===== src/rtl/axi_lite_pkg.sv =====
// AXI4-Lite shared definitions: response codes and data/strobe widths.
// Latency: n/a (constants only).
// Backpressure: n/a. Shared by the master and slave sides of the AXI-Lite link.
package axi_lite_pkg;

    localparam logic [1:0] RESP_OKAY   = 2'b00;
    localparam logic [1:0] RESP_EXOKAY = 2'b01;
    localparam logic [1:0] RESP_SLVERR = 2'b10;
    localparam logic [1:0] RESP_DECERR = 2'b11;

    localparam int DATA_W = 32;
    localparam int STRB_W = DATA_W / 8;

endpackage


===== src/rtl/axi_lite_s_regfile.sv =====
// Register array behind the AXI-Lite slave: byte-strobe merge, flat reg_q, commit pulses.
// Latency: write visible on reg_q_o one cycle after wr_en_i; rd_data_o is combinational.
// Backpressure: none; accepts a write every cycle wr_en_i is high.
// Ports: clk_i/rst_ni clock and async active-low reset; wr_en_i/wr_idx_i/wr_data_i/wr_strb_i
// write request; rd_idx_i/rd_data_o read port; reg_q_o flat contents; reg_wr_o commit pulses.
module axi_lite_s_regfile
    import axi_lite_pkg::*;
#(
    parameter int NUM_REGS = 8,
    parameter int IDX_W    = 3
) (
    input  logic                         clk_i,
    input  logic                         rst_ni,
    input  logic                         wr_en_i,
    input  logic [IDX_W-1:0]             wr_idx_i,
    input  logic [DATA_W-1:0]            wr_data_i,
    input  logic [STRB_W-1:0]            wr_strb_i,
    input  logic [IDX_W-1:0]             rd_idx_i,
    output logic [DATA_W-1:0]            rd_data_o,
    output logic [NUM_REGS*DATA_W-1:0]   reg_q_o,
    output logic [NUM_REGS-1:0]          reg_wr_o
);

    logic [DATA_W-1:0]   regs_q [NUM_REGS];
    logic [NUM_REGS-1:0] reg_wr_q;

    always_ff @(posedge clk_i or negedge rst_ni) begin
        if (!rst_ni) begin
            for (int i = 0; i < NUM_REGS; i++) begin
                regs_q[i] <= '0;
            end
            reg_wr_q <= '0;
        end else begin
            reg_wr_q <= '0;
            if (wr_en_i) begin
                for (int b = 0; b < STRB_W; b++) begin
                    if (wr_strb_i[b]) begin
                        regs_q[wr_idx_i][8*b +: 8] <= wr_data_i[8*b +: 8];
                    end
                end
                // Pulse lines up with the cycle the new value first appears on reg_q_o.
                reg_wr_q[wr_idx_i] <= 1'b1;
            end
        end
    end

    // Caller masks out-of-range indices, so no bounds handling here.
    assign rd_data_o = regs_q[rd_idx_i];
    assign reg_wr_o  = reg_wr_q;

    for (genvar i = 0; i < NUM_REGS; i++) begin : g_flat
        assign reg_q_o[DATA_W*i +: DATA_W] = regs_q[i];
    end

endmodule


===== src/rtl/axi_lite_s_regs.sv =====
// AXI4-Lite slave exposing NUM_REGS 32-bit registers as a flat vector with commit pulses.
// Latency: bvalid one cycle after the later AW/W handshake; rvalid one cycle after AR.
// Backpressure: AW/W stall while a beat is held or B is pending; AR stalls while R is pending.
// Ports: aclk/aresetn; s_axi_aw*/w*/b* write channels; s_axi_ar*/r* read channels;
// reg_q flat register contents (reg i at [32*i+31:32*i]); reg_wr per-register commit pulse.
module axi_lite_s_regs
    import axi_lite_pkg::*;
#(
    parameter int NUM_REGS = 8,
    parameter int ADDR_W   = 32
) (
    input  logic                        aclk,
    input  logic                        aresetn,
    input  logic [ADDR_W-1:0]           s_axi_awaddr,
    input  logic [2:0]                  s_axi_awprot,
    input  logic                        s_axi_awvalid,
    output logic                        s_axi_awready,
    input  logic [DATA_W-1:0]           s_axi_wdata,
    input  logic [STRB_W-1:0]           s_axi_wstrb,
    input  logic                        s_axi_wvalid,
    output logic                        s_axi_wready,
    output logic [1:0]                  s_axi_bresp,
    output logic                        s_axi_bvalid,
    input  logic                        s_axi_bready,
    input  logic [ADDR_W-1:0]           s_axi_araddr,
    input  logic [2:0]                  s_axi_arprot,
    input  logic                        s_axi_arvalid,
    output logic                        s_axi_arready,
    output logic [DATA_W-1:0]           s_axi_rdata,
    output logic [1:0]                  s_axi_rresp,
    output logic                        s_axi_rvalid,
    input  logic                        s_axi_rready,
    output logic [NUM_REGS*DATA_W-1:0]  reg_q,
    output logic [NUM_REGS-1:0]         reg_wr
);

    localparam int IDX_W = (NUM_REGS > 1) ? $clog2(NUM_REGS) : 1;

    localparam logic [0:0] R_IDLE  = 1'b0;
    localparam logic [0:0] R_VALID = 1'b1;

    // Word index is addr >> 2; anything at or beyond NUM_REGS is out of range.
    function automatic logic in_range(input logic [ADDR_W-1:0] addr);
        return (addr >> 2) < ADDR_W'(NUM_REGS);
    endfunction

    // ---------------- write path ----------------
    logic                aw_have_q, aw_have_d;
    logic                w_have_q,  w_have_d;
    logic                bvalid_q,  bvalid_d;
    logic [1:0]          bresp_q,   bresp_d;
    logic [ADDR_W-1:0]   awaddr_q,  awaddr_d;
    logic [DATA_W-1:0]   wdata_q,   wdata_d;
    logic [STRB_W-1:0]   wstrb_q,   wstrb_d;

    logic aw_hs, w_hs, commit, wr_in_range;

    assign s_axi_awready = !aw_have_q && !bvalid_q;
    assign s_axi_wready  = !w_have_q  && !bvalid_q;
    assign aw_hs         = s_axi_awvalid && s_axi_awready;
    assign w_hs          = s_axi_wvalid  && s_axi_wready;
    assign commit        = aw_have_q && w_have_q && !bvalid_q;
    assign wr_in_range   = in_range(awaddr_q);

    // aw_hs/w_hs require their flag clear while commit requires it set, so they never collide.
    always_comb begin
        aw_have_d = aw_have_q;
        w_have_d  = w_have_q;
        bvalid_d  = bvalid_q;
        bresp_d   = bresp_q;
        awaddr_d  = awaddr_q;
        wdata_d   = wdata_q;
        wstrb_d   = wstrb_q;
        if (aw_hs) begin
            aw_have_d = 1'b1;
            awaddr_d  = s_axi_awaddr;
        end
        if (w_hs) begin
            w_have_d = 1'b1;
            wdata_d  = s_axi_wdata;
            wstrb_d  = s_axi_wstrb;
        end
        if (commit) begin
            aw_have_d = 1'b0;
            w_have_d  = 1'b0;
            bvalid_d  = 1'b1;
            bresp_d   = wr_in_range ? RESP_OKAY : RESP_SLVERR;
        end else if (bvalid_q && s_axi_bready) begin
            bvalid_d = 1'b0;
        end
    end

    always_ff @(posedge aclk or negedge aresetn) begin
        if (!aresetn) begin
            aw_have_q <= 1'b0;
            w_have_q  <= 1'b0;
            bvalid_q  <= 1'b0;
            bresp_q   <= RESP_OKAY;
            awaddr_q  <= '0;
            wdata_q   <= '0;
            wstrb_q   <= '0;
        end else begin
            aw_have_q <= aw_have_d;
            w_have_q  <= w_have_d;
            bvalid_q  <= bvalid_d;
            bresp_q   <= bresp_d;
            awaddr_q  <= awaddr_d;
            wdata_q   <= wdata_d;
            wstrb_q   <= wstrb_d;
        end
    end

    assign s_axi_bvalid = bvalid_q;
    assign s_axi_bresp  = bresp_q;

    // ---------------- register bank ----------------
    logic [DATA_W-1:0] rd_data;

    axi_lite_s_regfile #(
        .NUM_REGS (NUM_REGS),
        .IDX_W    (IDX_W)
    ) u_regfile (
        .clk_i     (aclk),
        .rst_ni    (aresetn),
        .wr_en_i   (commit && wr_in_range),
        .wr_idx_i  (awaddr_q[IDX_W+1:2]),
        .wr_data_i (wdata_q),
        .wr_strb_i (wstrb_q),
        .rd_idx_i  (s_axi_araddr[IDX_W+1:2]),
        .rd_data_o (rd_data),
        .reg_q_o   (reg_q),
        .reg_wr_o  (reg_wr)
    );

    // ---------------- read path ----------------
    logic [0:0]        r_state_q, r_state_d;
    logic [DATA_W-1:0] rdata_q,   rdata_d;
    logic [1:0]        rresp_q,   rresp_d;

    // rdata is sampled from the array before this edge's write lands, so a read
    // coinciding with a commit to the same register returns the old value.
    always_comb begin
        r_state_d = r_state_q;
        rdata_d   = rdata_q;
        rresp_d   = rresp_q;
        case (r_state_q)
            R_IDLE: begin
                if (s_axi_arvalid) begin
                    r_state_d = R_VALID;
                    rdata_d   = in_range(s_axi_araddr) ? rd_data : '0;
                    rresp_d   = in_range(s_axi_araddr) ? RESP_OKAY : RESP_SLVERR;
                end
            end
            default: begin
                if (s_axi_rready) begin
                    r_state_d = R_IDLE;
                end
            end
        endcase
    end

    always_ff @(posedge aclk or negedge aresetn) begin
        if (!aresetn) begin
            r_state_q <= R_IDLE;
            rdata_q   <= '0;
            rresp_q   <= RESP_OKAY;
        end else begin
            r_state_q <= r_state_d;
            rdata_q   <= rdata_d;
            rresp_q   <= rresp_d;
        end
    end

    assign s_axi_arready = (r_state_q == R_IDLE);
    assign s_axi_rvalid  = (r_state_q == R_VALID);
    assign s_axi_rdata   = rdata_q;
    assign s_axi_rresp   = rresp_q;

    // Protection bits and byte offsets carry no meaning for this register bank.
    logic unused_bits;
    assign unused_bits = ^{s_axi_awprot, s_axi_arprot, awaddr_q[1:0], s_axi_araddr[1:0]};

endmodule


===== config.mk =====
export PLATFORM = sky130hd
export DESIGN_NAME = axi_lite_s_regs
export DESIGN_NICKNAME = d
export VERILOG_FILES = /design/src/rtl/axi_lite_pkg.sv /design/src/rtl/axi_lite_s_regfile.sv /design/src/rtl/axi_lite_s_regs.sv
export SDC_FILE = /design/constraint.sdc
export NUM_CORES = 1
export LEC_CHECK = 0
export CORE_MARGIN = 2
export CORE_UTILIZATION = 53
export CTS_BUF_LIST = sky130_fd_sc_hd__clkbuf_16
export DETAILED_ROUTE_END_ITERATION = 16
export MAX_ROUTING_LAYER = met4
export PLACE_DENSITY = 0.95
export SKIP_LAST_GASP = 1
export SLEW_MARGIN = 10
export SYNTH_ARGS = -nofsm -noshare
export SYNTH_HDL_FRONTEND = slang
export SYNTH_SLANG_ARGS = --single-unit

===== constraint.sdc =====
create_clock -name aclk -period 6.8 [get_ports aclk]
set_input_delay 0.68 -clock aclk [delete_from_list [all_inputs] [get_ports aclk]]
set_output_delay 0.68 -clock aclk [all_outputs]
set_load 0.005 [all_outputs]

### Word level (Yosys, flattened, before mapping)

Cells that the tools add are included.

* logic and storage cells: 83
* bits of input ports: 113
* bits in registers: 372
* output and inout bits: 305

* multiplexer cells: 37
* reduce and logical (&&, ||, !) cells: 17
* bitwise gates (word level): 3
* order comparisons: 7

Operators with widths (number)
* two-way mux 256 bit: 7
* bitwise mux 256 bit: 4
* demux 32 bit (select 3 bit): 4
* two-way mux 32 bit: 4
* binary-select mux 32 bit (select 3 bit): 1
* less-than comparator 30 x 4 -> 1 bit, second input constant: 2
* two-way mux 24 bit: 1
* two-way mux 16 bit: 1
* two-way mux 8 bit: 2
* logical AND 1 bit: 10
* two-way mux 1 bit: 10
* greater-or-equal comparator 4 bit, second input constant: 2
* NOT 3 -> 4 bit: 2
* nonzero test 2 bit: 3
* less-than comparator 3 x 4 -> 1 bit, second input constant: 1
* less-than comparator 4 x 1 -> 1 bit, second input constant: 1
* two-way mux 2 bit: 2
* demux 1 bit (select 3 bit): 1
* greater-or-equal comparator 3 x 1 -> 1 bit, second input constant: 1
* logical NOT 1 bit: 3
* AND reduction 2 bit: 1
* NOT 1 bit: 1

### Logic depth before layout (Yosys ltp)

Gate-level depths: netlist of run 1.

* depth after elaboration: 16
* depth in mapped cells: 7

### Modules after synthesis

From an unflattened synthesis of run 1, not the netlist that was laid out.

* cell total of the unflattened synthesis: 1024
* area total of the unflattened synthesis: 16558.4 um^2

By module, submodules not included
* axi_lite_s_regfile: cells an instance 693, instances 1, area an instance 12111.6 um^2, sequential area each 6606.3 um^2
* axi_lite_s_regs: cells an instance 331, instances 1, area an instance 4446.8 um^2, sequential area each 2602.5 um^2

### Worst setup path after synthesis of run 1

OpenSTA, ideal clock, no wires.

* kind: reg2reg
* start point: reg bvalid_q, in the netlist s_axi_bvalid
* end point: reg u_regfile.regs_q (netlist bit u_regfile.reg_q_o[100])
* buffers on the path: 2
* stages on the path, launching flop included: 7
* library setup time: 0.125 ns
* data arrival time: 2.093 ns
* period minus slack after synthesis: 2.218 ns
* path slack: 4.582 ns
* required time: 6.675 ns
* path through: dfrtp_1 and3b_1 buf_2 nand4_2 buf_2 nor4_4 mux2_2

* word-level cells in the longest chain between the ends: 3

Ends and longest elaborated chain
* from (decl): RTL line axi_lite_s_regs.sv:50 `logic bvalid_q, bvalid_d;`
* from (signal assigned): RTL line axi_lite_s_regs.sv:105 `bvalid_q <= bvalid_d;`
* logical NOT 1 bit: RTL line axi_lite_s_regs.sv:62 `assign commit = aw_have_q && w_have_q && !bvalid_q;`
* logical AND 1 bit: RTL line axi_lite_s_regs.sv:62
* logical AND 1 bit: RTL line axi_lite_s_regs.sv:125 `.wr_en_i (commit && wr_in_range),`
* to (signal, indexed assignment): RTL line axi_lite_s_regfile.sv:38 `regs_q[wr_idx_i][8*b +: 8] <= wr_data_i[8*b +: 8];`
* to (decl): RTL line axi_lite_s_regfile.sv:24 `logic [DATA_W-1:0] regs_q [NUM_REGS];`

Every way passes these cells.
A chain may end at the register's enable or synchronous reset.

### Worst setup path in the final report of run 1

* start point: in s_axi_araddr[6]
* end point: reg rdata_q[29], in the netlist s_axi_rdata[29]

* word-level cells in the longest chain between the ends: 2

Ends and longest elaborated chain
* from (decl): RTL line axi_lite_s_regs.sv:25 `input logic [ADDR_W-1:0] s_axi_araddr,`
* less-than comparator 30 x 4 -> 1 bit: RTL line axi_lite_s_regs.sv:44 `return (addr >> 2) < ADDR_W'(NUM_REGS);`
* two-way mux 32 bit: RTL line axi_lite_s_regs.sv:150 `rdata_d = in_range(s_axi_araddr) ? rd_data : '0;`
* to (signal assigned): RTL line axi_lite_s_regs.sv:169 `rdata_q <= rdata_d;`
* to (decl): RTL line axi_lite_s_regs.sv:137 `logic [DATA_W-1:0] rdata_q, rdata_d;`

Every way passes these cells.

==> results of run 1 <==
-- cell usage after synthesis (all sizes together) (3+ instances only) --
library cell  instances  share of area [%]
dfrtp               368                 57
mux2                321                 23
mux4                 64                9.0
nand2                44                1.0
nor4                 43                4.5
o21ai                34                1.1
mux2i                32                2.0
buf                  23               0.74
clkbuf               22               0.51
nor3                 10               0.31
nor2                  4              0.094
inv                   3              0.070
nand4                 3               0.16
-- path summary, 6_finish.rpt --
kind                       depth (start not counted)                        start                                  to
max reg2reg                                        5     awaddr_q[11]$_DFFE_PN0P_  u_regfile.reg_q_o[175]$_DFFE_PN0P_
min                                                1                      aresetn             wdata_q[25]$_DFFE_PN0P_
max in group asynchronous                          2                      aresetn  u_regfile.reg_q_o[204]$_DFFE_PN0P_
min in group aclk                                  2  s_axi_rdata[26]$_DFFE_PN0P_         s_axi_rdata[26]$_DFFE_PN0P_
max                                                6              s_axi_araddr[6]         s_axi_rdata[29]$_DFFE_PN0P_
min reg2reg                                        2  s_axi_rdata[26]$_DFFE_PN0P_         s_axi_rdata[26]$_DFFE_PN0P_
-- kinds of logic (layout without fill, tap and decap cells) --
| family | after synthesis | after routing | synth area share, % |
|---|---|---|---|
| muxes | 417 | 417 | 33.5 |
| DFF | 368 | 368 | 57.4 |
| and+or+nand+nor | 113 | 113 | 6.49 |
| buffers and inverters | 49 | 493 | 1.35 |
| AOI/OAI and AO/OA | 39 | 39 | 1.26 |
| other | 1 | 6 | 0.0234 |
-- metrics by stage --
stage	instances	worst slack (ns)	util [%]	hold slack [ns]
2_1_floorplan	988	4.58	-	0.384
5_1_grt	1824	3.77	73.2	0.244
3_3_place_gp	1752	3.78	69.1	0.462
6_report	1826	3.68	73.2	0.162
3_5_place_dp	1752	3.69	69.1	0.474
4_1_cts	1822	3.89	73.2	0.215
-- critical path, stage by stage --
cell	delay [ns]
clkdlybuf4s50_1	0.57
nor4_1	0.94
nand4_1	0.19
or4_1	0.49
buf_4	0.33
o21ai_0	0.31
-- power by group --
part	switching [mW]	internal, mW
logic	0.412	0.331
registers	0.316	2.40
clock network	0.858	1.20
total	1.59	3.94
-- layout make-up --
type	count	area, um2	area share [%]
diodes	4	10.0	0.0460
clock buffers	41	1030	4.71
clock inverters	29	209	0.960
inverters	4	15.0	0.0690
multi-input cells	571	6650	30.5
flip-flops and latches	368	9210	42.3
well taps	390	488	2.24
repair buffers	419	4160	19.1
-- layout by cell type, fill, tap and decap left out, drive strengths merged --
cell type	n
nand2	44
inv	13
or2	2
clkbuf	41
nand2b	2
or4	2
dfrtp	368
clkdlybuf4s50	401
a21boi	1
clkinv	15
mux2	321
o21bai	1
nor4	43
bufinv	3
and2	1
mux2i	32
nand4	3
nor2	4
nor3b	1
and3b	1
buf	18
mux4	64
diode	4
nor3	10
conb	2
clkinvlp	2
o21ai	34
a21oi	2
o21a	1
-- sequential cells by signal (all words and copies together) (netlist names) --
name	count
w_have_q	1
s_axi_rdata	32
s_axi_bvalid	1
wstrb_q	4
s_axi_bresp	1
awaddr_q	30
s_axi_rvalid	1
s_axi_rresp	1
aw_have_q	1
wdata_q	32
u_regfile.reg_q_o	256
u_regfile.reg_wr_o	8
-- metal layers --
| metal | GRT usage, % | up-vias | routed length (um) |
|---|---|---|---|
| li1 | - | 4563 | - |
| met1 | 35.9 | 5635 | 17300 |
| met2 | 52.2 | 568 | 24100 |
| met3 | 9.16 | 160 | 4310 |
| met4 | 17.3 | 0 | 2750 |
| met5 | - | - | 0 |
==> flow_summary_export.csv, run 1 <==
group,metric,value,unit
outcome,outcome,"completed",
timing,slew_viol_final,0,
drt,drt_iter0_drc,553,
global_route,grt_pass1_vias,11981,
power,p_leak,9.78,nW
logic_synthesis,avgSynthCellArea,16.3,um2
worst_hold_path,hp-class,"in2async",
power,p_per_area,254,mW/mm2
clock_tree,cts_tree,"yes",
clock_tree,htree_levels,2,
clock_tree,cts_setup_buffers,0,
drt,routed_wl,48.5,mm
drt,first_pass_iters,5,
clock_tree,numCtsBuffers,39,
worst_setup_path,worstSetupStartpointType,"input pin",
placed_design,dpl_cell_area,0.0205,mm2
logic_synthesis,synth_flop_cell,"dfrtp_1",
placed_design,numPortBuffers,405,
worst_setup_path,cp-end-kind,"register",
logic_synthesis,synth-seq-cells,368,
power,vdd_ir_drop_max,269,uV
logic_synthesis,synth_cells,987,
timing,period_needed,3.12,ns
clock_tree,cts_hold_buffers,0,
timing,period_share,45.9,%
run,cap_violations,0,
timing,hold_viol,0,
drt,route.detailed.drc,0,
clock_tree,path_clk_slew,0.06,ns
die,io_pins,418,
layout,layout.nets,1516,
clock_tree,postCtsResizedCells,0,
placed_design,dp_hpwl,32.4,mm
global_route,gr-total-overflow,0,
logic_synthesis,yosysSeqAreaShare,57.4,%
global_route,grt_max_degree,185,
die,std_cell_rows,63,
die,fp.dieH,178,um
drt,routedWlPerCell,26.6,um
drt,postRouteAntennaNets,0,
die,fp.coreArea,0.0297,mm2
worst_setup_path,crit_type,"in2reg",
layout,layout-drive-gt1-share,34.6,%
timing,skew,0.0181,ns
layout,area_growth,35.6,%
die,initial_core_util,54.0,%
logic_synthesis,synth.distinct_cells,30,
worst_setup_path,critPathMaxFanout,34,
timing,maxSlewHeadroom,26.9,%
logic_synthesis,synth_edf_count,0,
drt,vias_per_cell,5.98,
timing,tightest_slew,1.09,ns
clock_tree,clockRootBuffer,"clkbuf_16",
layout,fillCellCount,1780,
global_route,grt_pass1_wl,72.8,mm
timing,setup_viol,0,
worst_setup_path,cp.required,7.21,ns
die,die_w,178,um
global_route,grt_usage,32.1,%
clock_tree,cts.sinks,368,
global_route,antenna_found_initial,2,
die,die_area,0.0317,mm2
clock_tree,clock_latency,0.52,ns
logic_synthesis,synthesis.area,0.0160,mm2
worst_setup_path,arrival,3.53,ns
logic_synthesis,ys_warn_count,0,
layout,postLayoutCellArea,0.0218,mm2
power,power,5.52,mW
timing,finalSetupTns,0,ns
drt,vias,10926,
logic_synthesis,synthArstFlopShare,100,%
placed_design,place.gp.congestion,0.839,
timing,fmax,320,MHz
clock_tree,cts_buffer_depth,3,
timing,rsz0062_at_grt,"no",
worst_setup_path,r2r_slack,3.92,ns
Power figures use the tool's default switching activity.
==> run 2, diff against run 1 <==
--- a/config.mk
+++ b/config.mk
@@ -6,11 +6,11 @@
 export NUM_CORES = 1
 export LEC_CHECK = 0
 export CORE_MARGIN = 2
-export CORE_UTILIZATION = 53
+export CORE_UTILIZATION = 44
 export CTS_BUF_LIST = sky130_fd_sc_hd__clkbuf_16
 export DETAILED_ROUTE_END_ITERATION = 16
 export MAX_ROUTING_LAYER = met4
-export PLACE_DENSITY = 0.95
+export PLACE_DENSITY = 0.87
 export SKIP_LAST_GASP = 1
 export SLEW_MARGIN = 10
 export SYNTH_ARGS = -nofsm -noshare
==> constraint.sdc (replaced) <==
create_clock -name aclk -period 2.6 [get_ports aclk]
set_input_delay 0.26 -clock aclk [delete_from_list [all_inputs] [get_ports aclk]]
set_output_delay 0.26 -clock aclk [all_outputs]
set_load 0.005 [all_outputs]
==> flow_summary_export.csv, run 2 (synthesis results as in run 1) <==
group,metric,value,unit
outcome,outcome,"completed",
clock_tree,cts_tree,"yes",
drt,routed_wl,49.7,mm
drt,route.detailed.drc,0,
die,std_cell_rows,69,
drt,vias_per_cell,5.58,
drt,routedWlPerCell,25.6,um
timing,fmax,420,MHz
worst_setup_path,crit_type,"reg2reg",
worst_hold_path,hp-class,"in2reg",
timing,slew_viol_final,0,
layout,area_growth,39.1,%
timing,finalSetupTns,0,ns
global_route,antenna_found_initial,1,
die,die_area,0.0380,mm2
layout,fillCellCount,2570,
clock_tree,clockRootBuffer,"clkbuf_16",
power,p_per_area,646,mW/mm2
drt,postRouteAntennaNets,0,
clock_tree,numCtsBuffers,40,
power,seq_power_share,48.9,%
global_route,grt_max_degree,78,
worst_setup_path,reg2reg_from,"awaddr_q[14]$_DFFE_PN0P_",
layout,postLayoutCellArea,0.0223,mm2
timing,hold_viol,0,
global_route,grt_usage,27.1,%
worst_setup_path,cp-end-kind,"register",
power,p_leak,10.1,nW
power,p_sw_share,28.7,%
power,p_clk_share,36.5,%
power,net-switching-power,4.15,mW
die,die_w,195,um
layout,final_cell_mix,"401 x clkdlybuf4s50_1, 368 x dfrtp_1, 321 x mux2_2",
timing,period_share,91.6,%
layout,layout-drive-gt1-share,36.4,%
timing,setup_ws,0.218,ns
timing,setup_viol,0,
timing,skew,0.0134,ns
clock_tree,postCtsResizedCells,0,
timing,tightest_slew,0.688,ns
worst_setup_path,cp.required,3.00,ns
clock_tree,htree_levels,2,
placed_design,dpl_cell_area,0.0211,mm2
global_route,grt_pass1_wl,75.0,mm
placed_design,place_ws,0.230,ns
placed_design,dp_hpwl,34.4,mm
worst_setup_path,timing.rr.end,"u_regfile.reg_q_o[20]$_DFFE_PN0P_",
worst_hold_path,hp-start,"s_axi_awaddr[2]",
placed_design,place.gp.congestion,0.826,
power,vdd_ir_drop_max,595,uV
layout,layout.nets,1566,
worst_hold_path,worstHoldEndpoint,"awaddr_q[2]$_DFFE_PN0P_",
worst_hold_path,worstHoldPathCells,3,
timing,rsz0062_at_grt,"no",
layout,layout_commonest_cell,"clkdlybuf4s50_1",
global_route,gr-total-overflow,0,
layout,largest_reg_flops,256,
clock_tree,path_clk_slew,0.06,ns
drt,first_pass_iters,4,
clock_tree,cts_buffer_depth,3,
die,fp.coreArea,0.0357,mm2
drt,drt_iter0_drc,499,
timing,period_needed,2.38,ns
global_route,grt_pass1_vias,11874,
timing,hold_ws,0.287,ns
worst_setup_path,worstSetupStartpointType,"register",
power,pwr-share-comb,14.6,%
worst_setup_path,r2r_slack,0.22,ns
placed_design,numPortBuffers,405,
power,power.internal,10.3,mW
worst_setup_path,arrival,2.78,ns
clock_tree,cts.sinks,368,
worst_setup_path,critPathMaxFanout,33,
die,fp.dieH,195,um
worst_setup_path,r2r_cells,6,
die,initial_core_util,44.9,%
die,io_pins,418,
timing,maxSlewHeadroom,54.1,%
run,cap_violations,0,
clock_tree,clock_latency,0.53,ns
drt,vias,10829,
## run 2: critical path: stages, from the launching register on
cell and delay [ns]:
dfrtp_1 0.37, nor4_1 0.37, nand4_1 0.24, buf_12 0.29
nor4_2 0.34, buf_4 0.27, mux2_2 0.36
## run 2: worst max path at each step
stage                             start                                  to  slack (ns)  cells after the start
6_report       awaddr_q[14]$_DFFE_PN0P_   u_regfile.reg_q_o[20]$_DFFE_PN0P_        0.22                      6
5_1_grt        awaddr_q[14]$_DFFE_PN0P_   u_regfile.reg_q_o[20]$_DFFE_PN0P_        0.07                      6
4_1_cts        awaddr_q[14]$_DFFE_PN0P_   u_regfile.reg_q_o[20]$_DFFE_PN0P_        0.21                      6
3_5_place_dp           s_axi_araddr[24]         s_axi_rdata[12]$_DFFE_PN0P_        0.23                      5
3_3_place_gp           s_axi_araddr[24]          s_axi_rresp[1]$_DFFE_PN0P_        0.24                      5
2_1_floorplan  s_axi_bvalid$_DFFE_PN0P_  u_regfile.reg_q_o[100]$_DFFE_PN0P_        0.38                      6
## run 2: power groups by stage
stage | Combinational [mW] | Sequential [mW] | Clock (mW)
floorplan | 1.36 | 6.84 | 0
finish | 2.11 | 7.06 | 5.26
detailed placement | 2.12 | 7.12 | 0
global route | 2.26 | 7.15 | 5.61
CTS | 2.14 | 7.03 | 5.34
global placement | 2.05 | 7.05 | 0
## run 2: stage by stage
step | total power, mW | instances | utilization (%)
final | 14.4 | 1942 | 62.5
after global routing | 15.0 | 1942 | 62.5
after global placement | 9.10 | 1871 | 59.1
after CTS | 14.5 | 1941 | 62.5
after detailed placement | 9.24 | 1871 | 59.1
after floorplan | 8.20 | 988 | -
## run 2: metal layers
layer / global-route usage [%] / routed length [um]
met1: 32.3 / 19400
met2: 45.1 / 24900
met3: 7.22 / 3800
met4: 8.62 / 1630
met5: - / 0
## run 2: cell type report
cell class              instances  area [um2]  share of cell area (%)
clock inverters                28         171                   0.768
clock buffers                  41        1030                    4.59
inverters                       4        15.0                  0.0672
well taps                     461         577                    2.58
repair buffers                468        4670                    20.9
flip-flops and latches        368        9210                    41.2
multi-input cells             571        6660                    29.8
diodes                          1        2.50                  0.0112
## run 2: what timing repair did
action,in CTS,in global routing
setup buffers,0,0
hold buffers,1,0
endpoints found under the hold margin,67,0
